### src/rtl/raster_timing_pkg.sv
// Raster timing generator shared definitions.
// Holds the timing-register index enum used on cfg_addr and the power-up
// timing values (a 384 x 289 raster) loaded into shadow and active copies
// on reset.
package raster_timing_pkg;

  typedef enum logic [3:0] {
    HTOTAL    = 4'd0,
    HBL_START = 4'd1,
    HBL_END   = 4'd2,
    HS_START  = 4'd3,
    HS_END    = 4'd4,
    VTOTAL    = 4'd5,
    VBL_START = 4'd6,
    VBL_END   = 4'd7,
    VS_START  = 4'd8,
    VS_END    = 4'd9
  } cfg_addr_e;

  localparam int unsigned DEF_HTOTAL    = 383;
  localparam int unsigned DEF_HBL_START = 256;
  localparam int unsigned DEF_HBL_END   = 0;
  localparam int unsigned DEF_HS_START  = 300;
  localparam int unsigned DEF_HS_END    = 332;
  localparam int unsigned DEF_VTOTAL    = 288;
  localparam int unsigned DEF_VBL_START = 241;
  localparam int unsigned DEF_VBL_END   = 17;
  localparam int unsigned DEF_VS_START  = 261;
  localparam int unsigned DEF_VS_END    = 269;

endpackage

### src/rtl/timing_window.sv
// Compare-set / compare-clear registered flag.
// On each enabled cycle the flag sets when pos equals set_at, otherwise
// clears when pos equals clr_at; set has priority when both match.
// Ports:
//   clk, reset    clock, synchronous active-high reset (flag -> 0)
//   ce            update enable
//   pos           current counter value
//   set_at        position that raises the flag
//   clr_at        position that lowers the flag
//   flag          registered window flag
module timing_window #(
  parameter int W = 9
) (
  input  logic         clk,
  input  logic         reset,
  input  logic         ce,
  input  logic [W-1:0] pos,
  input  logic [W-1:0] set_at,
  input  logic [W-1:0] clr_at,
  output logic         flag
);

  always_ff @(posedge clk) begin
    if (reset) begin
      flag <= 1'b0;
    end else if (ce) begin
      if (pos == set_at) begin
        flag <= 1'b1;
      end else if (pos == clr_at) begin
        flag <= 1'b0;
      end
    end
  end

endmodule

### src/rtl/raster_timing_gen.sv
// Programmable raster (video) timing generator.
// Horizontal/vertical counters advance on ce_pix; blanking and sync windows
// are compare-set/compare-clear flags. Timing registers are written into a
// shadow bank at any time and copied into the active bank on the pixel where
// the raster wraps to (0,0), so a frame never runs with mixed timing.
// Ports:
//   clk, reset          clock, synchronous active-high reset
//   ce_pix              pixel enable; counters, flags and IRQ sets advance only here
//   cfg_we/addr/data    shadow timing register write (cfg_addr_e index)
//   hs_offset/vs_offset signed shift applied to the sync windows
//   hs_pol/vs_pol       1 = active-low sync outputs
//   irq_line, irq_en    raster IRQ line, enables {raster, vblank}
//   irq_ack             per-source sticky IRQ clear
//   hc, vc              current counters
//   hsync, vsync, hbl, vbl, de   timing outputs
//   frame_start         one-clock pulse after the wrap to (0,0)
//   irq                 sticky IRQ flags {raster, vblank}
module raster_timing_gen
  import raster_timing_pkg::*;
#(
  parameter int HW = 9,
  parameter int VW = 9
) (
  input  logic              clk,
  input  logic              reset,
  input  logic              ce_pix,
  input  logic              cfg_we,
  input  logic [3:0]        cfg_addr,
  input  logic [15:0]       cfg_data,
  input  logic signed [3:0] hs_offset,
  input  logic signed [3:0] vs_offset,
  input  logic              hs_pol,
  input  logic              vs_pol,
  input  logic [VW-1:0]     irq_line,
  input  logic [1:0]        irq_en,
  input  logic [1:0]        irq_ack,
  output logic [HW-1:0]     hc,
  output logic [VW-1:0]     vc,
  output logic              hsync,
  output logic              vsync,
  output logic              hbl,
  output logic              vbl,
  output logic              de,
  output logic              frame_start,
  output logic [1:0]        irq
);

  logic [HW-1:0] h;
  logic [VW-1:0] v;

  logic [HW-1:0] sh_htotal, sh_hbl_start, sh_hbl_end, sh_hs_start, sh_hs_end;
  logic [VW-1:0] sh_vtotal, sh_vbl_start, sh_vbl_end, sh_vs_start, sh_vs_end;
  logic [HW-1:0] act_htotal, act_hbl_start, act_hbl_end, act_hs_start, act_hs_end;
  logic [VW-1:0] act_vtotal, act_vbl_start, act_vbl_end, act_vs_start, act_vs_end;

  logic          h_end, v_end, frame_wrap;
  logic [HW-1:0] hs_set, hs_clr;
  logic [VW-1:0] vs_set, vs_clr;
  logic          hs_flag, vs_flag;
  logic [1:0]    irq_set;
  logic          unused_cfg_bits;

  // Sync window edge shifted by a sign-extended offset, wrapping modulo 2^W.
  function automatic logic [HW-1:0] shift_h(input logic [HW-1:0] base,
                                            input logic signed [3:0] ofs);
    logic signed [HW-1:0] ext;
    ext = {{(HW-4){ofs[3]}}, ofs};
    return base + $unsigned(ext);
  endfunction

  function automatic logic [VW-1:0] shift_v(input logic [VW-1:0] base,
                                            input logic signed [3:0] ofs);
    logic signed [VW-1:0] ext;
    ext = {{(VW-4){ofs[3]}}, ofs};
    return base + $unsigned(ext);
  endfunction

  // Only the low HW/VW bits of cfg_data are meaningful.
  assign unused_cfg_bits = ^cfg_data;

  // >= rather than == so a total reprogrammed below the live count still wraps.
  assign h_end      = (h >= act_htotal);
  assign v_end      = (v >= act_vtotal);
  assign frame_wrap = ce_pix && h_end && v_end;

  // Shadow bank: written on any clock, independent of ce_pix.
  always_ff @(posedge clk) begin
    if (reset) begin
      sh_htotal    <= HW'(DEF_HTOTAL);
      sh_hbl_start <= HW'(DEF_HBL_START);
      sh_hbl_end   <= HW'(DEF_HBL_END);
      sh_hs_start  <= HW'(DEF_HS_START);
      sh_hs_end    <= HW'(DEF_HS_END);
      sh_vtotal    <= VW'(DEF_VTOTAL);
      sh_vbl_start <= VW'(DEF_VBL_START);
      sh_vbl_end   <= VW'(DEF_VBL_END);
      sh_vs_start  <= VW'(DEF_VS_START);
      sh_vs_end    <= VW'(DEF_VS_END);
    end else if (cfg_we) begin
      case (cfg_addr)
        HTOTAL:    sh_htotal    <= cfg_data[HW-1:0];
        HBL_START: sh_hbl_start <= cfg_data[HW-1:0];
        HBL_END:   sh_hbl_end   <= cfg_data[HW-1:0];
        HS_START:  sh_hs_start  <= cfg_data[HW-1:0];
        HS_END:    sh_hs_end    <= cfg_data[HW-1:0];
        VTOTAL:    sh_vtotal    <= cfg_data[VW-1:0];
        VBL_START: sh_vbl_start <= cfg_data[VW-1:0];
        VBL_END:   sh_vbl_end   <= cfg_data[VW-1:0];
        VS_START:  sh_vs_start  <= cfg_data[VW-1:0];
        VS_END:    sh_vs_end    <= cfg_data[VW-1:0];
        default: ;
      endcase
    end
  end

  // Active bank: copies the pre-edge shadow, so a write on the wrap clock
  // lands in the shadow only and applies one frame later.
  always_ff @(posedge clk) begin
    if (reset) begin
      act_htotal    <= HW'(DEF_HTOTAL);
      act_hbl_start <= HW'(DEF_HBL_START);
      act_hbl_end   <= HW'(DEF_HBL_END);
      act_hs_start  <= HW'(DEF_HS_START);
      act_hs_end    <= HW'(DEF_HS_END);
      act_vtotal    <= VW'(DEF_VTOTAL);
      act_vbl_start <= VW'(DEF_VBL_START);
      act_vbl_end   <= VW'(DEF_VBL_END);
      act_vs_start  <= VW'(DEF_VS_START);
      act_vs_end    <= VW'(DEF_VS_END);
    end else if (frame_wrap) begin
      act_htotal    <= sh_htotal;
      act_hbl_start <= sh_hbl_start;
      act_hbl_end   <= sh_hbl_end;
      act_hs_start  <= sh_hs_start;
      act_hs_end    <= sh_hs_end;
      act_vtotal    <= sh_vtotal;
      act_vbl_start <= sh_vbl_start;
      act_vbl_end   <= sh_vbl_end;
      act_vs_start  <= sh_vs_start;
      act_vs_end    <= sh_vs_end;
    end
  end

  // Raster counters and frame pulse.
  always_ff @(posedge clk) begin
    if (reset) begin
      h           <= '0;
      v           <= '0;
      frame_start <= 1'b0;
    end else begin
      frame_start <= frame_wrap;
      if (ce_pix) begin
        if (h_end) begin
          h <= '0;
          v <= v_end ? '0 : v + 1'b1;
        end else begin
          h <= h + 1'b1;
        end
      end
    end
  end

  assign hc = h;
  assign vc = v;

  assign hs_set = shift_h(act_hs_start, hs_offset);
  assign hs_clr = shift_h(act_hs_end,   hs_offset);
  assign vs_set = shift_v(act_vs_start, vs_offset);
  assign vs_clr = shift_v(act_vs_end,   vs_offset);

  // Vertical windows compare on every pixel, not only at line wrap, so
  // they change one clock after the first pixel of the matching line.
  timing_window #(.W(HW)) u_hbl (
    .clk(clk), .reset(reset), .ce(ce_pix), .pos(h),
    .set_at(act_hbl_start), .clr_at(act_hbl_end), .flag(hbl)
  );

  timing_window #(.W(HW)) u_hsync (
    .clk(clk), .reset(reset), .ce(ce_pix), .pos(h),
    .set_at(hs_set), .clr_at(hs_clr), .flag(hs_flag)
  );

  timing_window #(.W(VW)) u_vbl (
    .clk(clk), .reset(reset), .ce(ce_pix), .pos(v),
    .set_at(act_vbl_start), .clr_at(act_vbl_end), .flag(vbl)
  );

  timing_window #(.W(VW)) u_vsync (
    .clk(clk), .reset(reset), .ce(ce_pix), .pos(v),
    .set_at(vs_set), .clr_at(vs_clr), .flag(vs_flag)
  );

  assign hsync = hs_flag ^ hs_pol;
  assign vsync = vs_flag ^ vs_pol;
  assign de    = !hbl && !vbl;

  // Sticky interrupts: a set on the same clock as its ack wins.
  assign irq_set[0] = ce_pix && irq_en[0] && (h == '0) && (v == act_vbl_start);
  assign irq_set[1] = ce_pix && irq_en[1] && (h == act_hbl_start) && (v == irq_line);

  always_ff @(posedge clk) begin
    if (reset) begin
      irq <= 2'b00;
    end else begin
      irq <= irq_set | (irq & ~irq_ack);
    end
  end

endmodule
### config.mk
export PLATFORM = sky130hd
export DESIGN_NAME = raster_timing_gen
export DESIGN_NICKNAME = d
export VERILOG_FILES = /design/src/rtl/raster_timing_pkg.sv /design/src/rtl/timing_window.sv /design/src/rtl/raster_timing_gen.sv
export SDC_FILE = /design/constraint.sdc
export NUM_CORES = 1
export LEC_CHECK = 0
export ABC_AREA = 1
export CAP_MARGIN = 20
export CORE_MARGIN = 2
export CORE_UTILIZATION = 64
export CTS_BUF_LIST = sky130_fd_sc_hd__clkbuf_4 sky130_fd_sc_hd__clkbuf_8 sky130_fd_sc_hd__clkbuf_16
export DETAILED_ROUTE_END_ITERATION = 12
export PLACE_DENSITY_LB_ADDON = 0.15
export SLEW_MARGIN = 10
export SYNTH_ARGS = -nofsm -noshare
export SYNTH_HDL_FRONTEND = slang
export SYNTH_SLANG_ARGS = --single-unit
export TNS_END_PERCENT = 1
### constraint.sdc
create_clock -name clk -period 5.5 [get_ports clk]
set_input_delay 1.1 -clock clk [delete_from_list [all_inputs] [get_ports clk]]
set_output_delay 1.1 -clock clk [all_outputs]
set_load 0.05 [all_outputs]
# [Word level (Yosys, flattened, before mapping)]
# Index checks and enable logic that the tools add are counted.
[word_totals] regBits=205 inputBits=47 output_inout_bits=26 word_cells=101
[op_classes] n_addsub=6 order_cmp=2 eq_ne=18 mux=10 bitwise=5 n_reduce_logical=32
[ops] op="equality test 9 bit" n=9
[ops] op="adder 9 bit" n=4
[ops] op="AND reduction 2 bit" n=15
[ops] op="adder 9 x 1 -> 9 bit, second input constant" n=2
[ops] op="greater-or-equal comparator 9 bit" n=2
[ops] op="2-to-1 mux 9 bit" n=2
[ops] op="equality test 4 x 3 -> 1 bit, second input constant" n=4
[ops] op="logical AND 1 bit" n=9
[ops] op="zero test 9 bit" n=1
[ops] op="equality test 4 x 2 -> 1 bit, second input constant" n=2
[ops] op="equality test 4 bit, second input constant" n=2
[ops] op="2-to-1 mux 1 bit" n=8
[ops] op="nonzero test 2 bit" n=4
[ops] op="equality test 4 x 1 -> 1 bit, second input constant" n=1
[ops] op="zero test 4 bit" n=1
[ops] op="bitwise AND 2 bit" n=1
[ops] op="zero test 1 bit" n=2
[ops] op="NOT 2 bit" n=1
[ops] op="OR 2 bit" n=1
[ops] op="XOR 1 bit" n=2

# [Logic depth before layout (Yosys ltp)]
# Gate-level depths: netlist (run 1).
[logic_depth] ltp_word=4 mapped_depth=15 ltp_nobuf=15

# [By module]
# A second synthesis (run 1) with hierarchy kept.
[unflattened] hier_cells=1631 hier_area_um2=11322.1
[modules_own_cells] module="raster_timing_gen" n_inst=1 cells_each=1319 area_per_inst_um2=9835.7 seq_area_each_um2=4023.9
[modules_own_cells] module="timing_window" n_inst=4 cells_each=78 area_per_inst_um2=371.6 seq_area_each_um2=20.0

# [Worst setup path after synthesis (run 1)]
# OpenSTA, ideal clock, no wires.
[synth_timing] path_type="in2out" from="input hs_pol" to="output hsync" arrival_time_ps=1849 required_ps=4400 setup_slack_ps=2551 stages=1 path_buffers=0 path_cell_list="xor2_1"
[synth_via] elab_chain_len=1
[synth_lines] item="start, declared" line_no="raster_timing_gen.sv:32" rtl="input logic hs_pol,"
[synth_lines] item="XOR 1 bit" line_no="raster_timing_gen.sv:193" rtl="assign hsync = hs_flag ^ hs_pol;"
[synth_lines] item="end, declared" line_no="raster_timing_gen.sv:39" rtl="output logic hsync,"
# No other way between the ends.

# [Worst setup path after layout (run 1)]
# Same ends and word-level chain as after synthesis.

==> results of run 1 <==
## power groups by stage
stage | Clock (W) | Sequential (W) | Combinational (W)
floorplan | 0 | 0.00154 | 0.000155
global placement | 0 | 0.00154 | 0.000234
detailed placement | 0 | 0.00154 | 0.000239
CTS | 0.00155 | 0.00151 | 0.000241
global route | 0.00161 | 0.00151 | 0.000270
finish | 0.00155 | 0.00151 | 0.000245
## Yosys cell counts (all sizes together)
cell / n / area share, %
clkinv: 12 / 0.43
nor3b: 3 / 0.21
a221oi: 1 / 0.083
nand4: 22 / 1.4
o211ai: 1 / 0.071
o21bai: 1 / 0.071
nand3: 130 / 6.2
fa: 4 / 0.76
nand3b: 10 / 0.71
a21oi: 44 / 2.1
xor2: 35 / 2.9
xnor2: 23 / 1.9
nor2: 180 / 6.5
o2111ai: 4 / 0.33
o21a: 4 / 0.29
a21boi: 1 / 0.071
o21ai: 94 / 4.5
dfxtp: 205 / 39
ha: 53 / 6.3
a211oi: 2 / 0.19
nor3: 6 / 0.29
clkbuf: 23 / 0.82
nor4: 5 / 0.36
a21o: 2 / 0.14
buf: 34 / 1.8
or2: 1 / 0.060
nand2: 479 / 17
o22ai: 6 / 0.36
and3: 1 / 0.060
inv: 132 / 4.8
## how the worst max path moves through the flow
stage	from	end	slack (ns)	depth (start not counted)
3_5_place_dp	ce_pix	act_vtotal[6]	1.52	8
4_1_cts	vs_pol	vsync	1.84	3
6_report	hs_pol	hsync	1.86	3
2_1_floorplan	hs_pol	hsync	2.55	1
3_3_place_gp	ce_pix	act_vbl_end[5]	1.58	8
5_1_grt	hc[0]	act_vtotal[3]	1.74	13
## per-layer routing
metal	track usage [%]	vias up
met5	0.8333	-
met1	46.73	4617
met3	6.151	55
met4	7.945	2
li1	-	4953
met2	49.91	441
## worst register-to-register path, delay by kind of cell, from the launching register on
family                     cells  cell delay (ns)
and+or+nand+nor                8             1.73
buffers and inverters          3             0.79
DFF                            1             0.58
adders and majority gates      1             0.34
AOI/OAI and AO/OA              1             0.08
## stage by stage
stage	hold slack (ns)	setup slack, ns	total power [W]	utilization (%)	area [um^2]
2_1_floorplan	0.4206	2.551	0.001699	-	10520
5_1_grt	0.4654	1.739	0.003397	75.25	12040
4_1_cts	0.4441	1.841	0.003305	75.25	12040
6_report	0.4455	1.855	0.003306	75.25	12040
3_3_place_gp	0.4284	1.577	0.001778	70.46	11270
3_5_place_dp	0.4302	1.521	0.001783	70.46	11270
## final cells by class
cell class / count / area (um^2)
flip-flops and latches: 205 / 4104
clock buffers: 32 / 674.4
repair buffers: 80 / 763.2
multi-input cells: 1112 / 5590
fillers: 1288 / 3960
clock inverters: 8 / 92.59
inverters: 144 / 545.5
well taps: 216 / 270.3
## kinds of logic (layout without fill, tap and decap cells)
group / Yosys count / in the layout / share of synthesized area, %
buffers and inverters: 201 / 264 / 7.839
xor gates and xnor gates: 58 / 58 / 4.829
AOI/OAI and AO/OA: 160 / 160 / 8.172
adders and majority gates: 57 / 57 / 7.066
DFF: 205 / 205 / 39.02
and+or+nand+nor: 837 / 837 / 33.08
==> metrics.yaml, run 1 <==
routedWlPerCell_um: 16.05
crit_path_start_kind: "primary input"
ctsResizeCount: 0
start_util_pct: 65.74
switching_share_pct: 23.38
syn_inst: 1518
grt_antenna_before_repair: 1
slew_headroom_pct: 41.07
routed_wl_mm: 28.85
grt_pass1_wl_mm: 45.87
seq_area_frac_synth_pct: 39.02
intPower_w: 0.002533
finalCritPeriodShare_pct: 66.27
clkTransAtPathRegs_ns: 0.06
critical_path_class: "primary input to primary output"
met1_length_mm: 12.77
crit_fanout: 1
dr_wl_met3_mm: 3.072
p_comb_share_pct: 7.4
track_usage_pct: 32.34
min_to: "act_hbl_end[8]"
syn_to_final_growth_pct: 14.46
cts_max_level: 1
fmax_ghz: 0.2744
route.detailed.drc: 0
crit_chain: "clkdlybuf4s50_1 > xor2_1 > clkdlybuf4s50_1"
layout.cells.non_filler: 1797
met2WireLength_mm: 12.45
drv_slew: 0
dr.pass1.iters: 5
insertedDiodeCount: 0
ctsHoldBuffers: 0
crit_top_cell: "clkdlybuf4s50_1"
ir_worst_vdd_mv: 0.2498
insertion_delay_ns: 0.51
finalSetupViolations: 0
hpwl_mm: 18.96
cap_viol_max_count: 0
final_common_cell: "nand2_1"
cts_num_sinks: 205
cpPeakStageDelay_ns: 0.82
io_pins: 73
ys_ff_latch: 205
finalSetupTns_ns: 0
layout_min_cycle_time_ns: 3.645
die-area_mm2: 0.01748
yosysWarnings: 0
fp.coreArea_mm2: 0.01600
r2r_cells: 13
antenna_left: 0
cp_num_buf_inv: 2
syn_area_mm2: 0.01052
place_congestion: 0.9284
postSynthAreaPerCell_um2: 6.929
worst_pin_slew_ns: 0.8758
p_switching_w: 0.0007730
grt_pass1_vias: 9002
dr.first_iter.drc_count: 1058
layout-drive-gt1-share_pct: 4.301
worstPathRequired_ns: 4.40
syn_nets: 1622
cts.path.max_buffers: 3
placedCellCount: 1757
r2r-end: "act_vtotal[2]"
maxUsedRoutingLayer: "met5"
worstPathArrival_ns: 2.54
worstSetupEndpointType: "primary output"
fin_nets: 1669
p_leak_nw: 5.841
min_path_type: "flop to flop"
skew_ns: 0.01821
final-hold-violation-count: 0
hold_depth: 2
fp.dieH_um: 132.2
power_frac_seq_pct: 45.7
rsz0062_at_grt: "no"
layout_common_cells: "476 x nand2_1, 205 x dfxtp_1, 178 x nor2_1, 130 x inv_1, 130 x nand3_1"
cts_tree: "built"
vias: 10068
cp_top_family: "buffers and inverters"
cts_buffers: 22
holdCritStartpoint: "sh_hbl_end[8]"
portBuffers: 65
rows: 46
grt_overflow: 0
vias_per_cell: 5.603
cts_root_buf: "clkbuf_16"
critPathSlowestCell: "clkdlybuf4s50_1"
synth.distinct_cells: 42
clockPowerShare_pct: 46.8
dieWidth_um: 132.2
grt_start_max_net_pins: 76
r2r_start: "hc[0]"
postCtsSetupRepairBufs: 0
reg2reg_slack_ns: 1.91
p_per_area_mw_per_mm2: 274.6
status: "finished, final reports clean"
Power figures use the tool's default switching activity.
==> run 2: changes to the inputs <==
--- a/config.mk
+++ b/config.mk
@@ -8,7 +8,7 @@
 export ABC_AREA = 1
 export CAP_MARGIN = 20
 export CORE_MARGIN = 2
-export CORE_UTILIZATION = 64
+export CORE_UTILIZATION = 54
 export CTS_BUF_LIST = sky130_fd_sc_hd__clkbuf_4 sky130_fd_sc_hd__clkbuf_8 sky130_fd_sc_hd__clkbuf_16
 export DETAILED_ROUTE_END_ITERATION = 12
 export PLACE_DENSITY_LB_ADDON = 0.15
==> constraint.sdc (replaced) <==
create_clock -name clk -period 3.1 [get_ports clk]
set_input_delay 0.62 -clock clk [delete_from_list [all_inputs] [get_ports clk]]
set_output_delay 0.62 -clock clk [all_outputs]
set_load 0.05 [all_outputs]
==> run 2 against run 1 <==
  * Clock power grew 74%
  * Die area grew 18%
  * Final area grew 2.3%
  * Largest cell class unchanged
  * Combinational power grew 82%
  * Via count shrank 1.4%
  * Core utilization shrank 11 points
  * Sequential share of layout area shrank 0.77 points
==> metrics.yaml, run 2 (synthesis gave the netlist of run 1 again) <==
multi_input_area_mm2: 0.005590
worstPathArrival_ns: 2.06
r2r-end: "act_vs_end[1]"
r2r_start: "act_htotal[8]"
place_ws_ns: 0.1920
final_common_cell: "nand2_1"
ctsResizeCount: 0
layout-drive-gt1-share_pct: 5.908
crit_top_cell: "clkdlybuf4s50_1"
hpwl_mm: 20.37
fp.coreArea_mm2: 0.01927
p_per_area_mw_per_mm2: 472.8
final_util_pct: 63.92
ctsHoldBuffers: 0
worst_pin_slew_ns: 0.7455
rows: 51
routedWlPerCell_um: 15.85
crit_chain: "clkdlybuf4s50_1 > xor2_1 > clkdlybuf4s50_1"
r2r_cells: 13
io_pins: 73
start_util_pct: 54.58
place_congestion: 0.8913
dieWidth_um: 143.6
fin_ws_ns: 0.4232
portBuffers: 65
ir_worst_vdd_mv: 0.4732
cts_root_buf: "clkbuf_16"
cap_viol_max_count: 0
finalSetupViolations: 0
status: "finished, final reports clean"
grt_antenna_before_repair: 0
rsz0062_at_grt: "no"
hold_depth: 2
worstSetupEndpointType: "primary output"
cts.path.max_buffers: 3
dr.first_iter.drc_count: 932
syn_to_final_growth_pct: 17.11
routed_wl_mm: 29.70
cts_num_sinks: 205
cts_max_level: 1
insertedDiodeCount: 0
antenna_left: 0
fp.dieH_um: 143.6
p_leak_nw: 5.971
finalSetupTns_ns: 0
slew_headroom_pct: 50.14
vias_per_cell: 5.298
crit_fanout: 1
skew_ns: 0.008489
route.detailed.drc: 0
fillCellCount: 1820
dr.pass1.iters: 5
layout_common_cells: "476 x nand2_1, 205 x dfxtp_1, 178 x nor2_1, 130 x inv_1, 130 x nand3_1"
grt_pass1_vias: 8729
fmax_ghz: 0.3736
holdCritStartpoint: "sh_hs_end[7]"
drv_slew: 0
reg2reg_slack_ns: 0.57
crit_path_start_kind: "primary input"
critical_path_class: "primary input to primary output"
layout_min_cycle_time_ns: 2.677
insertion_delay_ns: 0.51
seqCellArea_mm2: 0.004104
finalCritPeriodShare_pct: 86.35
cts_buffers: 24
cpPeakStageDelay_ns: 0.82
critPathSlowestCell: "clkdlybuf4s50_1"
min_path_type: "flop to flop"
min_to: "act_hs_end[7]"
worstPathRequired_ns: 2.48
vias: 9924
fin_nets: 1695
track_usage_pct: 28.73
cts_tree: "built"
postCtsSetupRepairBufs: 0
final-hold-violation-count: 0
grt_pass1_wl_mm: 46.38
grt_start_max_net_pins: 124
clkTransAtPathRegs_ns: 0.06
grt_overflow: 0
die-area_mm2: 0.02061
==> run 2: metrics by stage <==
stage,instances,cell area [um^2],hold slack (ns),total power (W)
floorplan,1518,10520,0.4206,0.003015
CTS,1873,12320,0.4462,0.005846
detailed placement,1830,11550,0.4308,0.003175
finish,1873,12320,0.4412,0.005824
global placement,1830,11550,0.4276,0.003169
global route,1873,12320,0.4588,0.006015
==> run 2: final cells by class <==
type | count | share of cell area [%]
Inverter | 144 | 4.429
Timing Repair Buffer | 104 | 7.963
Sequential cell | 205 | 33.32
Multi-Input combinational cell | 1112 | 45.38
Tap cell | 265 | 2.692
Clock buffer | 30 | 5.485
Clock inverter | 13 | 0.7313
==> run 2: worst max-delay path, delay by kind of cell <==
kind	cells	cell delay (ns)
xor gates and xnor gates	1	0.14
buffers and inverters	2	1.29
==> run 2: where the power goes <==
part / switching (W) / internal, W
Combinational: 0.000280 / 0.000167
Clock: 0.00114 / 0.00156
Sequential: 0.0000155 / 0.00266
Total: 0.00143 / 0.00439
==> run 2: how the worst max path moves through the flow <==
stage | start | to | slack (ns) | depth (start not counted)
final | vs_pol | vsync | 0.42 | 3
after global routing | act_htotal[8] | act_vbl_start[6] | 0.35 | 13
after CTS | vs_pol | vsync | 0.41 | 3
after detailed placement | vs_offset[3] | u_vsync.flag | 0.19 | 11
after global placement | vs_offset[3] | u_vsync.flag | 0.28 | 11
after floorplan | hc[0] | act_hbl_end[0] | 0.73 | 14
==> run 2: metal layers <==
metal  wire [um]  share of wire, %  GRT usage, %  vias up
li1            -                 -             -     4994
met1       14400                48         44.90     4543
met2       12190                41         41.05      352
met3        2658               9.0         4.465       35
met4         453               1.5         6.863        0
met5           0                 0             0        -
